`config.mk`:
```
export PLATFORM = sky130hd
export DESIGN_NAME = multicycle_ctrl
export DESIGN_NICKNAME = d
export VERILOG_FILES = /design/src/rtl/ctrl_pkg.sv /design/src/rtl/op_class.sv /design/src/rtl/multicycle_ctrl.sv
export SDC_FILE = /design/constraint.sdc
export NUM_CORES = 1
export LEC_CHECK = 0
export BUFFER_PORTS_ARGS = -buffer_cell sky130_fd_sc_hd__buf_4
export CORE_ASPECT_RATIO = 0.5
export CORE_MARGIN = 1.5
export CORE_UTILIZATION = 34
export CTS_CLUSTER_SIZE = 12
export DETAILED_ROUTE_END_ITERATION = 10
export PLACE_DENSITY_LB_ADDON = 0.12
export SLEW_MARGIN = 40
export SYNTH_ARGS = -nofsm -noshare
export SYNTH_HDL_FRONTEND = slang
export SYNTH_HIERARCHICAL = 1
export SYNTH_SLANG_ARGS = --single-unit
```
`constraint.sdc`:
```
create_clock -name clk -period 4.2 [get_ports clk]
set_input_delay 0.63 -clock clk [delete_from_list [all_inputs] [get_ports clk]]
set_output_delay 0.63 -clock clk [all_outputs]
set_load 0.02 [all_outputs]
```
`src/rtl/ctrl_pkg.sv`:
```
// Shared types and encodings for the multicycle rv32i control unit.
// Pure declarations: no logic, no latency.
// No flow control of its own; consumers own the handshakes.
package ctrl_pkg;

    typedef enum logic [3:0] {
        S_RST, S_FETCH, S_DECODE, S_MEMADR, S_MEMRD, S_MEMWB, S_MEMWR,
        S_EXR, S_EXI, S_ALUWB, S_BEQ, S_JAL, S_CSR, S_TRAP
    } state_t;

    typedef enum logic [2:0] {
        CLS_LOAD, CLS_STORE, CLS_OP, CLS_OPIMM, CLS_BRANCH, CLS_JAL, CLS_SYSTEM, CLS_ILL
    } op_class_t;

    localparam logic [6:0] OPC_LOAD   = 7'd3;
    localparam logic [6:0] OPC_STORE  = 7'd35;
    localparam logic [6:0] OPC_OP     = 7'd51;
    localparam logic [6:0] OPC_OPIMM  = 7'd19;
    localparam logic [6:0] OPC_BRANCH = 7'd99;
    localparam logic [6:0] OPC_JAL    = 7'd111;
    localparam logic [6:0] OPC_SYSTEM = 7'd115;

    localparam logic       ADR_PC     = 1'b0;
    localparam logic       ADR_ALUOUT = 1'b1;

    localparam logic [1:0] PC_ALU     = 2'b00;
    localparam logic [1:0] PC_ALUOUT  = 2'b01;
    localparam logic [1:0] PC_TRAP    = 2'b10;

    localparam logic [1:0] A_PC       = 2'b00;
    localparam logic [1:0] A_OLDPC    = 2'b01;
    localparam logic [1:0] A_RS1      = 2'b10;

    localparam logic [1:0] B_RS2      = 2'b00;
    localparam logic [1:0] B_IMM      = 2'b01;
    localparam logic [1:0] B_FOUR     = 2'b10;

    localparam logic [1:0] SEL_ADD    = 2'b00;
    localparam logic [1:0] SEL_SUB    = 2'b01;
    localparam logic [1:0] SEL_FUNCT  = 2'b10;

    localparam logic [1:0] WB_ALUOUT  = 2'b00;
    localparam logic [1:0] WB_MEM     = 2'b01;
    localparam logic [1:0] WB_PC4     = 2'b10;

    localparam logic [1:0] MOCSR_CSR  = 2'b01;

    localparam logic [1:0] CAUSE_NONE = 2'b00;
    localparam logic [1:0] CAUSE_ILL  = 2'b01;
    localparam logic [1:0] CAUSE_BUS  = 2'b10;

    typedef struct packed {
        logic       mem_req;
        logic       mem_w;
        logic       adr_s;
        logic       ir_w;
        logic       pc_w;
        logic       branch;
        logic [1:0] pc_s;
        logic [1:0] alu_a_s;
        logic [1:0] alu_b_s;
        logic [1:0] sel;
        logic [1:0] dato_s;
        logic [1:0] mocsr;
        logic       reg_w;
        logic       trap;
        logic [1:0] cause;
        logic       retire;
    } ctrl_t;

endpackage

```
`src/rtl/op_class.sv`:
```
// Opcode to instruction class decoder with legality flag.
// Purely combinational, zero latency.
// No backpressure; output follows op_code directly.
module op_class
    import ctrl_pkg::*;
#(
    parameter int CSR_EN = 1
) (
    input  logic [6:0] op_code,
    output op_class_t  op_cls,
    output logic       legal
);

    always_comb begin
        op_cls = CLS_ILL;
        case (op_code)
            OPC_LOAD:   op_cls = CLS_LOAD;
            OPC_STORE:  op_cls = CLS_STORE;
            OPC_OP:     op_cls = CLS_OP;
            OPC_OPIMM:  op_cls = CLS_OPIMM;
            OPC_BRANCH: op_cls = CLS_BRANCH;
            OPC_JAL:    op_cls = CLS_JAL;
            OPC_SYSTEM: if (CSR_EN != 0) op_cls = CLS_SYSTEM;
            default:    op_cls = CLS_ILL;
        endcase
        legal = (op_cls != CLS_ILL);
    end

endmodule

```
`src/rtl/multicycle_ctrl.sv`:
```
// Multicycle rv32i control FSM sharing one ALU and one memory port, with trap path.
// Latency 3-5 cycles per instruction plus one per memory wait cycle.
// Holds mem_req until mem_ready or TIMEOUT wait cycles, then traps with a bus fault.
module multicycle_ctrl
    import ctrl_pkg::*;
#(
    parameter int TIMEOUT = 15,
    parameter int CSR_EN  = 1,
    parameter int TW      = 4
) (
    input  logic       clk,
    input  logic       rst_n,
    input  logic [6:0] op_code,
    input  logic       mem_ready,
    output logic       mem_req,
    output logic       mem_w,
    output logic       adr_s,
    output logic       ir_w,
    output logic       pc_w,
    output logic       branch,
    output logic [1:0] pc_s,
    output logic [1:0] alu_a_s,
    output logic [1:0] alu_b_s,
    output logic [1:0] sel,
    output logic [1:0] dato_s,
    output logic [1:0] mocsr,
    output logic       reg_w,
    output logic       trap,
    output logic [1:0] cause,
    output logic       retire
);

    localparam logic [TW-1:0] TO_LAST = TW'((TIMEOUT > 0) ? TIMEOUT - 1 : 0);

    state_t      state_q, state_d;
    logic [TW-1:0] to_cnt_q;
    logic [1:0]  cause_q, cause_d;
    ctrl_t       c;
    op_class_t   op_cls;
    logic        op_legal;
    logic        mem_wait;
    logic        to_hit;

    op_class #(.CSR_EN(CSR_EN)) u_op_class (
        .op_code (op_code),
        .op_cls  (op_cls),
        .legal   (op_legal)
    );

    // A wait cycle is one where a request is outstanding and memory did not complete.
    assign mem_wait = ((state_q == S_FETCH) || (state_q == S_MEMRD) || (state_q == S_MEMWR))
                      && !mem_ready;
    assign to_hit   = (TIMEOUT != 0) && mem_wait && (to_cnt_q == TO_LAST);

    always_comb begin
        state_d = state_q;
        cause_d = CAUSE_NONE;
        c       = '0;
        case (state_q)
            S_RST: state_d = S_FETCH;
            S_FETCH: begin
                c.mem_req = 1'b1;
                c.adr_s   = ADR_PC;
                c.alu_a_s = A_PC;
                c.alu_b_s = B_FOUR;
                c.sel     = SEL_ADD;
                c.pc_s    = PC_ALU;
                c.ir_w    = mem_ready;
                c.pc_w    = mem_ready;
                if (mem_ready) begin
                    state_d = S_DECODE;
                end else if (to_hit) begin
                    state_d = S_TRAP;
                    cause_d = CAUSE_BUS;
                end
            end
            S_DECODE: begin
                c.alu_a_s = A_OLDPC;
                c.alu_b_s = B_IMM;
                c.sel     = SEL_ADD;
                if (!op_legal) begin
                    state_d = S_TRAP;
                    cause_d = CAUSE_ILL;
                end else begin
                    case (op_cls)
                        CLS_LOAD, CLS_STORE: state_d = S_MEMADR;
                        CLS_OP:              state_d = S_EXR;
                        CLS_OPIMM:           state_d = S_EXI;
                        CLS_BRANCH:          state_d = S_BEQ;
                        CLS_JAL:             state_d = S_JAL;
                        CLS_SYSTEM:          state_d = S_CSR;
                        default: begin
                            state_d = S_TRAP;
                            cause_d = CAUSE_ILL;
                        end
                    endcase
                end
            end
            S_MEMADR: begin
                c.alu_a_s = A_RS1;
                c.alu_b_s = B_IMM;
                c.sel     = SEL_ADD;
                state_d   = (op_cls == CLS_STORE) ? S_MEMWR : S_MEMRD;
            end
            S_MEMRD: begin
                c.mem_req = 1'b1;
                c.adr_s   = ADR_ALUOUT;
                if (mem_ready) begin
                    state_d = S_MEMWB;
                end else if (to_hit) begin
                    state_d = S_TRAP;
                    cause_d = CAUSE_BUS;
                end
            end
            S_MEMWR: begin
                c.mem_req = 1'b1;
                c.mem_w   = 1'b1;
                c.adr_s   = ADR_ALUOUT;
                c.retire  = mem_ready;
                if (mem_ready) begin
                    state_d = S_FETCH;
                end else if (to_hit) begin
                    state_d = S_TRAP;
                    cause_d = CAUSE_BUS;
                end
            end
            S_MEMWB: begin
                c.dato_s = WB_MEM;
                c.reg_w  = 1'b1;
                c.retire = 1'b1;
                state_d  = S_FETCH;
            end
            S_EXR: begin
                c.alu_a_s = A_RS1;
                c.alu_b_s = B_RS2;
                c.sel     = SEL_FUNCT;
                state_d   = S_ALUWB;
            end
            S_EXI: begin
                c.alu_a_s = A_RS1;
                c.alu_b_s = B_IMM;
                c.sel     = SEL_FUNCT;
                state_d   = S_ALUWB;
            end
            S_ALUWB: begin
                c.dato_s = WB_ALUOUT;
                c.reg_w  = 1'b1;
                c.retire = 1'b1;
                state_d  = S_FETCH;
            end
            S_BEQ: begin
                c.alu_a_s = A_RS1;
                c.alu_b_s = B_RS2;
                c.sel     = SEL_SUB;
                c.branch  = 1'b1;
                c.pc_s    = PC_ALUOUT;
                c.retire  = 1'b1;
                state_d   = S_FETCH;
            end
            S_JAL: begin
                c.pc_w   = 1'b1;
                c.pc_s   = PC_ALUOUT;
                c.dato_s = WB_PC4;
                c.reg_w  = 1'b1;
                c.retire = 1'b1;
                state_d  = S_FETCH;
            end
            S_CSR: begin
                c.dato_s = WB_MEM;
                c.mocsr  = MOCSR_CSR;
                c.reg_w  = 1'b1;
                c.retire = 1'b1;
                state_d  = S_FETCH;
            end
            S_TRAP: begin
                c.trap  = 1'b1;
                c.cause = cause_q;
                c.pc_w  = 1'b1;
                c.pc_s  = PC_TRAP;
                state_d = S_FETCH;
            end
            default: state_d = S_RST;
        endcase
    end

    always_ff @(posedge clk or negedge rst_n) begin
        if (!rst_n) begin
            state_q  <= S_RST;
            to_cnt_q <= '0;
            cause_q  <= CAUSE_NONE;
        end else begin
            state_q <= state_d;
            if (state_d == S_TRAP) cause_q <= cause_d;
            // Any state change restarts the wait count for the next transaction.
            if (state_d != state_q) to_cnt_q <= '0;
            else if (mem_wait)      to_cnt_q <= to_cnt_q + TW'(1);
        end
    end

    assign mem_req = c.mem_req;
    assign mem_w   = c.mem_w;
    assign adr_s   = c.adr_s;
    assign ir_w    = c.ir_w;
    assign pc_w    = c.pc_w;
    assign branch  = c.branch;
    assign pc_s    = c.pc_s;
    assign alu_a_s = c.alu_a_s;
    assign alu_b_s = c.alu_b_s;
    assign sel     = c.sel;
    assign dato_s  = c.dato_s;
    assign mocsr   = c.mocsr;
    assign reg_w   = c.reg_w;
    assign trap    = c.trap;
    assign cause   = c.cause;
    assign retire  = c.retire;

endmodule

```
# After elaboration in Yosys (flattened, before gate mapping)
# Cells that the tools add are included.
dict set report word_totals {
  reg_bits 10
  latch_bits 0
  ram_bits 0
  rom_bits 0
  in_bits 10
  output_inout_bits 23
  elab_cells 82
  mem_count 0
}
dict set report op_classes {
  addsub 1
  n_mul 0
  div_mod_pow 0
  magnitude_cmp 0
  n_eq_ne 30
  n_shift 0
  mux 29
  bitwise 0
  reduce_logical 19
}
# op n
set ops {}
lappend ops {{one-hot mux 6 bit (6 select lines)} 1}
lappend ops {{== test 4 bit, second input constant} 8}
lappend ops {{2-to-1 mux 4 bit} 7}
lappend ops {{one-hot mux 4 bit (7 select lines)} 1}
lappend ops {{one-hot mux 4 bit (6 select lines)} 1}
lappend ops {{== test 7 bit, second input constant} 3}
lappend ops {{one-hot mux 3 bit (7 select lines)} 1}
lappend ops {{== test 4 x 3 -> 1 bit, second input constant} 4}
lappend ops {{== test 7 x 6 -> 1 bit, second input constant} 2}
lappend ops {{OR reduction 7 bit} 2}
lappend ops {{one-hot mux 2 bit (2 select lines)} 3}
lappend ops {{OR reduction 2 bit} 6}
lappend ops {{== test 3 bit, second input constant} 3}
lappend ops {{2-to-1 mux 1 bit} 9}
lappend ops {{== test 4 x 2 -> 1 bit, second input constant} 2}
lappend ops {{== test 7 x 2 -> 1 bit, second input constant} 1}
lappend ops {{== test 7 x 5 -> 1 bit, second input constant} 1}
lappend ops {{== test 3 x 2 -> 1 bit, second input constant} 2}
lappend ops {{2-to-1 mux 2 bit} 3}
lappend ops {{OR reduction 5 bit} 1}
lappend ops {{adder 4 x 1 -> 4 bit, second input constant} 1}
lappend ops {{== test 4 x 1 -> 1 bit, second input constant} 1}
lappend ops {{logical NOT 4 bit} 1}
lappend ops {{inequality test 4 bit} 1}
lappend ops {{other kinds (11)} 14}

# Longest topological paths before layout
dict set report depth {
  word_depth 10
  depth_mapped 7
  ltp_nobuf 7
}

# By module
# The synthesis kept the hierarchy.
# module n_inst cells_each area_per_inst_um2 seq_area_each_um2
set modules_own_cells {}
lappend modules_own_cells {multicycle_ctrl 1 131 1011.0 250.2}
lappend modules_own_cells {op_class 1 12 85.1 0.0}

# Least setup slack after synthesis
# Ideal clock, no wire load.
dict set report synth_path {
  path_kind {input -> register}
  startpoint {input port op_code[6]}
  endpoint {register to_cnt_q[1]}
  setup_time_ps 72
  arrival_time_ps 2482
  required_ps 4128
  slack_ps 1646
  cell_stages 7
  path_buffers 0
  path_cell_list {or3_2 -> a211o_1 -> and2b_1 -> o21ai_1 -> and2_0 -> or4_4 -> nor2_1}
}
dict set report synth_via {
  elab_chain_len 9
  word_cells_on_any_way 24
  cone_classes {15 x eq/ne; 6 x mux; 3 x reduce/logical}
}
# item line_no
set synth_lines {}
lappend synth_lines {{start, declared} multicycle_ctrl.sv:13} ;# input logic [6:0] op_code,
lappend synth_lines {{== test 7 bit, or another cell as far along} op_class.sv:16} ;# case (op_code)
lappend synth_lines {{one-hot mux 3 bit (7 select lines) *} op_class.sv:16}
lappend synth_lines {{net op_cls[0]} multicycle_ctrl.sv:39} ;# op_class_t op_cls;
lappend synth_lines {{== test 3 x 1 -> 1 bit or logical NOT 3 bit (tied branches)} {multicycle_ctrl.sv:85, multicycle_ctrl.sv:103}}
lappend synth_lines {{OR reduction 2 bit} -}
lappend synth_lines {{one-hot mux 4 bit (6 select lines)} multicycle_ctrl.sv:85} ;# case (op_cls)
lappend synth_lines {{2-to-1 mux 4 bit} multicycle_ctrl.sv:81} ;# if (!op_legal) begin
lappend synth_lines {{one-hot mux 4 bit (7 select lines) *} multicycle_ctrl.sv:59} ;# case (state_q)
lappend synth_lines {{inequality test 4 bit *} multicycle_ctrl.sv:195} ;# if (state_d != state_q) to_cnt_q <= '0;
lappend synth_lines {{2-to-1 mux 4 bit or nonzero test 2 bit (tied branches)} -}
lappend synth_lines {{end signal, assigned} multicycle_ctrl.sv:196} ;# else if (mem_wait) to_cnt_q <= to_cnt_q + TW'(1);
lappend synth_lines {{end, declared} multicycle_ctrl.sv:36} ;# logic [TW-1:0] to_cnt_q;
# Mark *: on every way through the listed nets, which the timed path passes. The rest lies on a longest branch.
# A chain may end at the register's enable or synchronous reset.

# Worst setup path in the final report
dict set report layout_path {
  startpoint {input port op_code[6]}
  endpoint {register to_cnt_q[3]}
}
dict set report layout_via {
  word_cells_on_any_way 24
  cone_classes {15 x eq/ne; 6 x mux; 3 x reduce/logical}
}
# item line_no
set layout_lines {}
lappend layout_lines {{== test 7 bit, or another cell as far along} op_class.sv:16}
lappend layout_lines {{one-hot mux 3 bit (7 select lines) *} op_class.sv:16}
lappend layout_lines {{inequality test 3 bit *} op_class.sv:26} ;# legal = (op_cls != CLS_ILL);
lappend layout_lines {{net op_legal} multicycle_ctrl.sv:40} ;# logic op_legal;
lappend layout_lines {{2-to-1 mux 4 bit *} multicycle_ctrl.sv:81}
lappend layout_lines {{one-hot mux 4 bit (7 select lines) *} multicycle_ctrl.sv:59}
lappend layout_lines {{inequality test 4 bit *} multicycle_ctrl.sv:195}
lappend layout_lines {{2-to-1 mux 4 bit or nonzero test 2 bit (tied branches)} -}
# Marked as above.

==> flow_summary.json <==
{
  "run_status": "complete, no violations",
  "timing_worst_slew_pin_value_ps": 747,
  "asyncSetResetFlopFracSynth_pct": 100,
  "synth_sequential_area_ratio_pct": 22.8,
  "postSynthAreaPerCell_um2": 7.66,
  "crit_slowest_cell": "sky130_fd_sc_hd__or4_4",
  "timing.final.max_slew_violations": 0,
  "timing.critical_path.slowest_cell_delay_ps": 560,
  "period_minus_slack_ps": 2580,
  "grt_start_max_net_pins": 23,
  "min_period_over_period_pct": 61.5,
  "io-pin-count": 33,
  "port_buffers": 31,
  "initial_standard_cell_utilization_of_the_core_pct": 36.2,
  "finalWeightedCongestion": 0.795,
  "wire_length_of_the_first_global_routing_pass_mm": 4.59,
  "synth_cell_type_count": 51,
  "drt_pre_antenna_iters": 4,
  "finClkSkew_ps": 2.97,
  "ctsHoldBuffers": 0,
  "leakage_nw": 0.609,
  "final.setup.tns_ps": 0,
  "final.setup.worst_slack_ps": 1620,
  "grt.total_usage_pct": 15.8,
  "max_freq_mhz": 387,
  "dr_total_vias": 1065,
  "die_w_um": 83.3,
  "worst_setup_path_end_kind": "flop",
  "initialDrtViolationCount": 35,
  "core-area_um2": 3030,
  "finish.cell_count_without_fillers": 209,
  "rows": 14,
  "number_of_global_route_vias_before_repair": 910,
  "clock_tree.root_cell": "sky130_fd_sc_hd__clkbuf_8",
  "synth_seq_cells": 10,
  "post-route-drc-count": 0,
  "setup-violations-final": 0,
  "fillCellCount": 298,
  "p_total_w": 0.000867,
  "synth_edf_count": 0,
  "htree_num_levels": 1,
  "cp_data_arrival_time_ps": 2750,
  "finalHoldWorstSlack_ps": 214,
  "worst_ir_drop_vdd_mv": 0.316,
  "grt_antenna_before_repair": 0,
  "cts_setup_buffers": 0,
  "final_cell_mix": "sky130_fd_sc_hd__buf_4, sky130_fd_sc_hd__nand2_1, sky130_fd_sc_hd__nor2_1",
  "place_ws_ps": 1380,
  "placed_cells": 205,
  "worstPathRequired_ps": 4360,
  "nets_in_the_synthesized_netlist": 155,
  "skew_pair_late_insertion_delay_ps": 230,
  "floorplan.die.height_um": 43.2,
  "worstSetupPathType": "primary input to flop",
  "drive_above_1_share_pct": 27.8,
  "final_common_cell": "sky130_fd_sc_hd__buf_4",
  "startpoint_type": "primary input",
  "bufs_on_longest_clock_path": 2,
  "tritoncts_num_sinks": 10,
  "dp.final_hpwl_mm": 2.03,
  "synthToLayoutAreaGrowth_pct": 24.7,
  "unrepaired_setup_endpoints_after_global_routing": "no",
  "wire_length_per_cell_after_detailed_routing_um": 12.8,
  "clk_transition_reported_paths_ps": 50,
  "post_synth_instance_area_um2": 1100,
  "nNetsFinal": 182,
  "leading_register_cell_type_out_of_synthesis": "sky130_fd_sc_hd__dfrtp_1",
  "total_cts_buffers": 3,
  "grt.overflow.total": 0,
  "routed_via_density": 5.10,
  "critical_path.cell_chain": "buf_4, or3_1, a221oi_1, o21ai_1, and2_0, or4_4, nor2_1",
  "die-area_um2": 3590,
  "aggregate_routed_wire_length_mm": 2.68,
  "synth.yosys.warnings": 6,
  "n_antenna_cell": 0,
  "postcts_resize_cnt": 0,
  "finalHoldViolations": 0,
  "max_slew_margin_pct": 50.2,
  "holdCritPathClass": "primary input to asynchronous set/reset pin",
  "synthesis.instances": 143,
  "critical_path.max_fanout": 5,
  "final_ant_viol_nets": 0,
  "power.density_nw_per_um2": 635,
  "cts_tree": "done",
  "max_cap_viol_count": 0
}
==> worst paths after layout <==
| kind | end | slack [ps] | from | depth (start not counted) |
|---|---|---|---|---|
| setup / recovery | to_cnt_q[3] | 1620 | op_code[6] | 7 |
| hold / removal | to_cnt_q[1] | 210 | rst_n | 1 |
| setup reg to reg | cause_q[0] | 2110 | state_q[0] | 5 |
| hold reg to reg | cause_q[1] | 470 | cause_q[1] | 1 |
| max in group asynchronous | state_q[1] | 3850 | rst_n | 1 |
| min in group clk | cause_q[1] | 470 | cause_q[1] | 1 |
==> kinds of logic (layout without fill, tap and decap cells) <==
family,Yosys count,count (layout),synth area share [%]
AO/OA/AOI/OAI,38,38,24.8
XOR/XNOR,6,6,4.79
flip-flops,10,10,22.8
multiplexers,1,1,0.913
other,1,1,0.342
adder cells (fa/ha/maj),2,2,2.28
buffers and inverters,16,42,8.56
AND/OR/NAND/NOR,69,69,35.5
==> power breakdown <==
group | total, W | leakage [nW] | switching, W | internal, W
sequential | 0.000220 | 0.130 | 0.000101 | 0.000119
clock | 0.000116 | 0.0288 | 0.0000342 | 0.0000821
combinational | 0.000531 | 0.449 | 0.000299 | 0.000232
total | 0.000867 | 0.609 | 0.000434 | 0.000433
==> cell usage after synthesis (3+ instances only) <==
| master | n | share of area (%) |
|---|---|---|
| sky130_fd_sc_hd__a32oi_1 | 3 | 2.4 |
| sky130_fd_sc_hd__nor2_1 | 14 | 4.8 |
| sky130_fd_sc_hd__nor3_1 | 4 | 1.8 |
| sky130_fd_sc_hd__a21oi_1 | 4 | 1.8 |
| sky130_fd_sc_hd__buf_4 | 4 | 2.7 |
| sky130_fd_sc_hd__o21ai_1 | 4 | 1.8 |
| sky130_fd_sc_hd__and2_1 | 6 | 3.4 |
| sky130_fd_sc_hd__and3_1 | 3 | 1.7 |
| sky130_fd_sc_hd__o21ai_0 | 7 | 3.2 |
| sky130_fd_sc_hd__buf_2 | 3 | 1.4 |
| sky130_fd_sc_hd__nand3_1 | 5 | 2.3 |
| sky130_fd_sc_hd__xnor2_1 | 4 | 3.2 |
| sky130_fd_sc_hd__nand2_1 | 14 | 4.8 |
| sky130_fd_sc_hd__inv_1 | 6 | 2.1 |
| sky130_fd_sc_hd__o211ai_1 | 3 | 2.1 |
| sky130_fd_sc_hd__dfrtp_1 | 10 | 23 |
| sky130_fd_sc_hd__nand2b_1 | 3 | 1.7 |
| sky130_fd_sc_hd__nor2b_1 | 3 | 1.7 |
==> critical path, delay by kind of cell <==
| family | cells | cell delay, ps |
|---|---|---|
| and+or+nand+nor | 4 | 1270 |
| AOI/OAI and AO/OA | 2 | 730 |
| buffers and inverters | 1 | 120 |
==> stage by stage <==
stage,cell area [µm²],util [%]
finish,1370,45.1
global route,1370,45.1
CTS,1370,45.1
detailed placement,1310,43.3
global placement,1310,43.3
floorplan,1100,-
==> state kept, by name, summed over array words and instances, names as in the netlist <==
register,cells
state_q,4
to_cnt_q,4
cause_q,2
==> routing by layer <==
layer	routed length (µm)	vias to the layer above	GRT usage (%)
met4	0	0	1.00
met5	0	-	0
met2	1050	26	22.1
met1	1530	476	25.3
li1	-	563	-
met3	102	0	3.11
==> cell type report <==
class	instances	area, µm²	share of cell area, %
multi-input combinational	117	752	55.0
sequential	10	250	18.3
timing repair buffer	31	233	17.0
clock buffer	4	55.1	4.03
tap	40	50.0	3.66
inverter	7	26.3	1.92
Power figures use the tool's default switching activity.
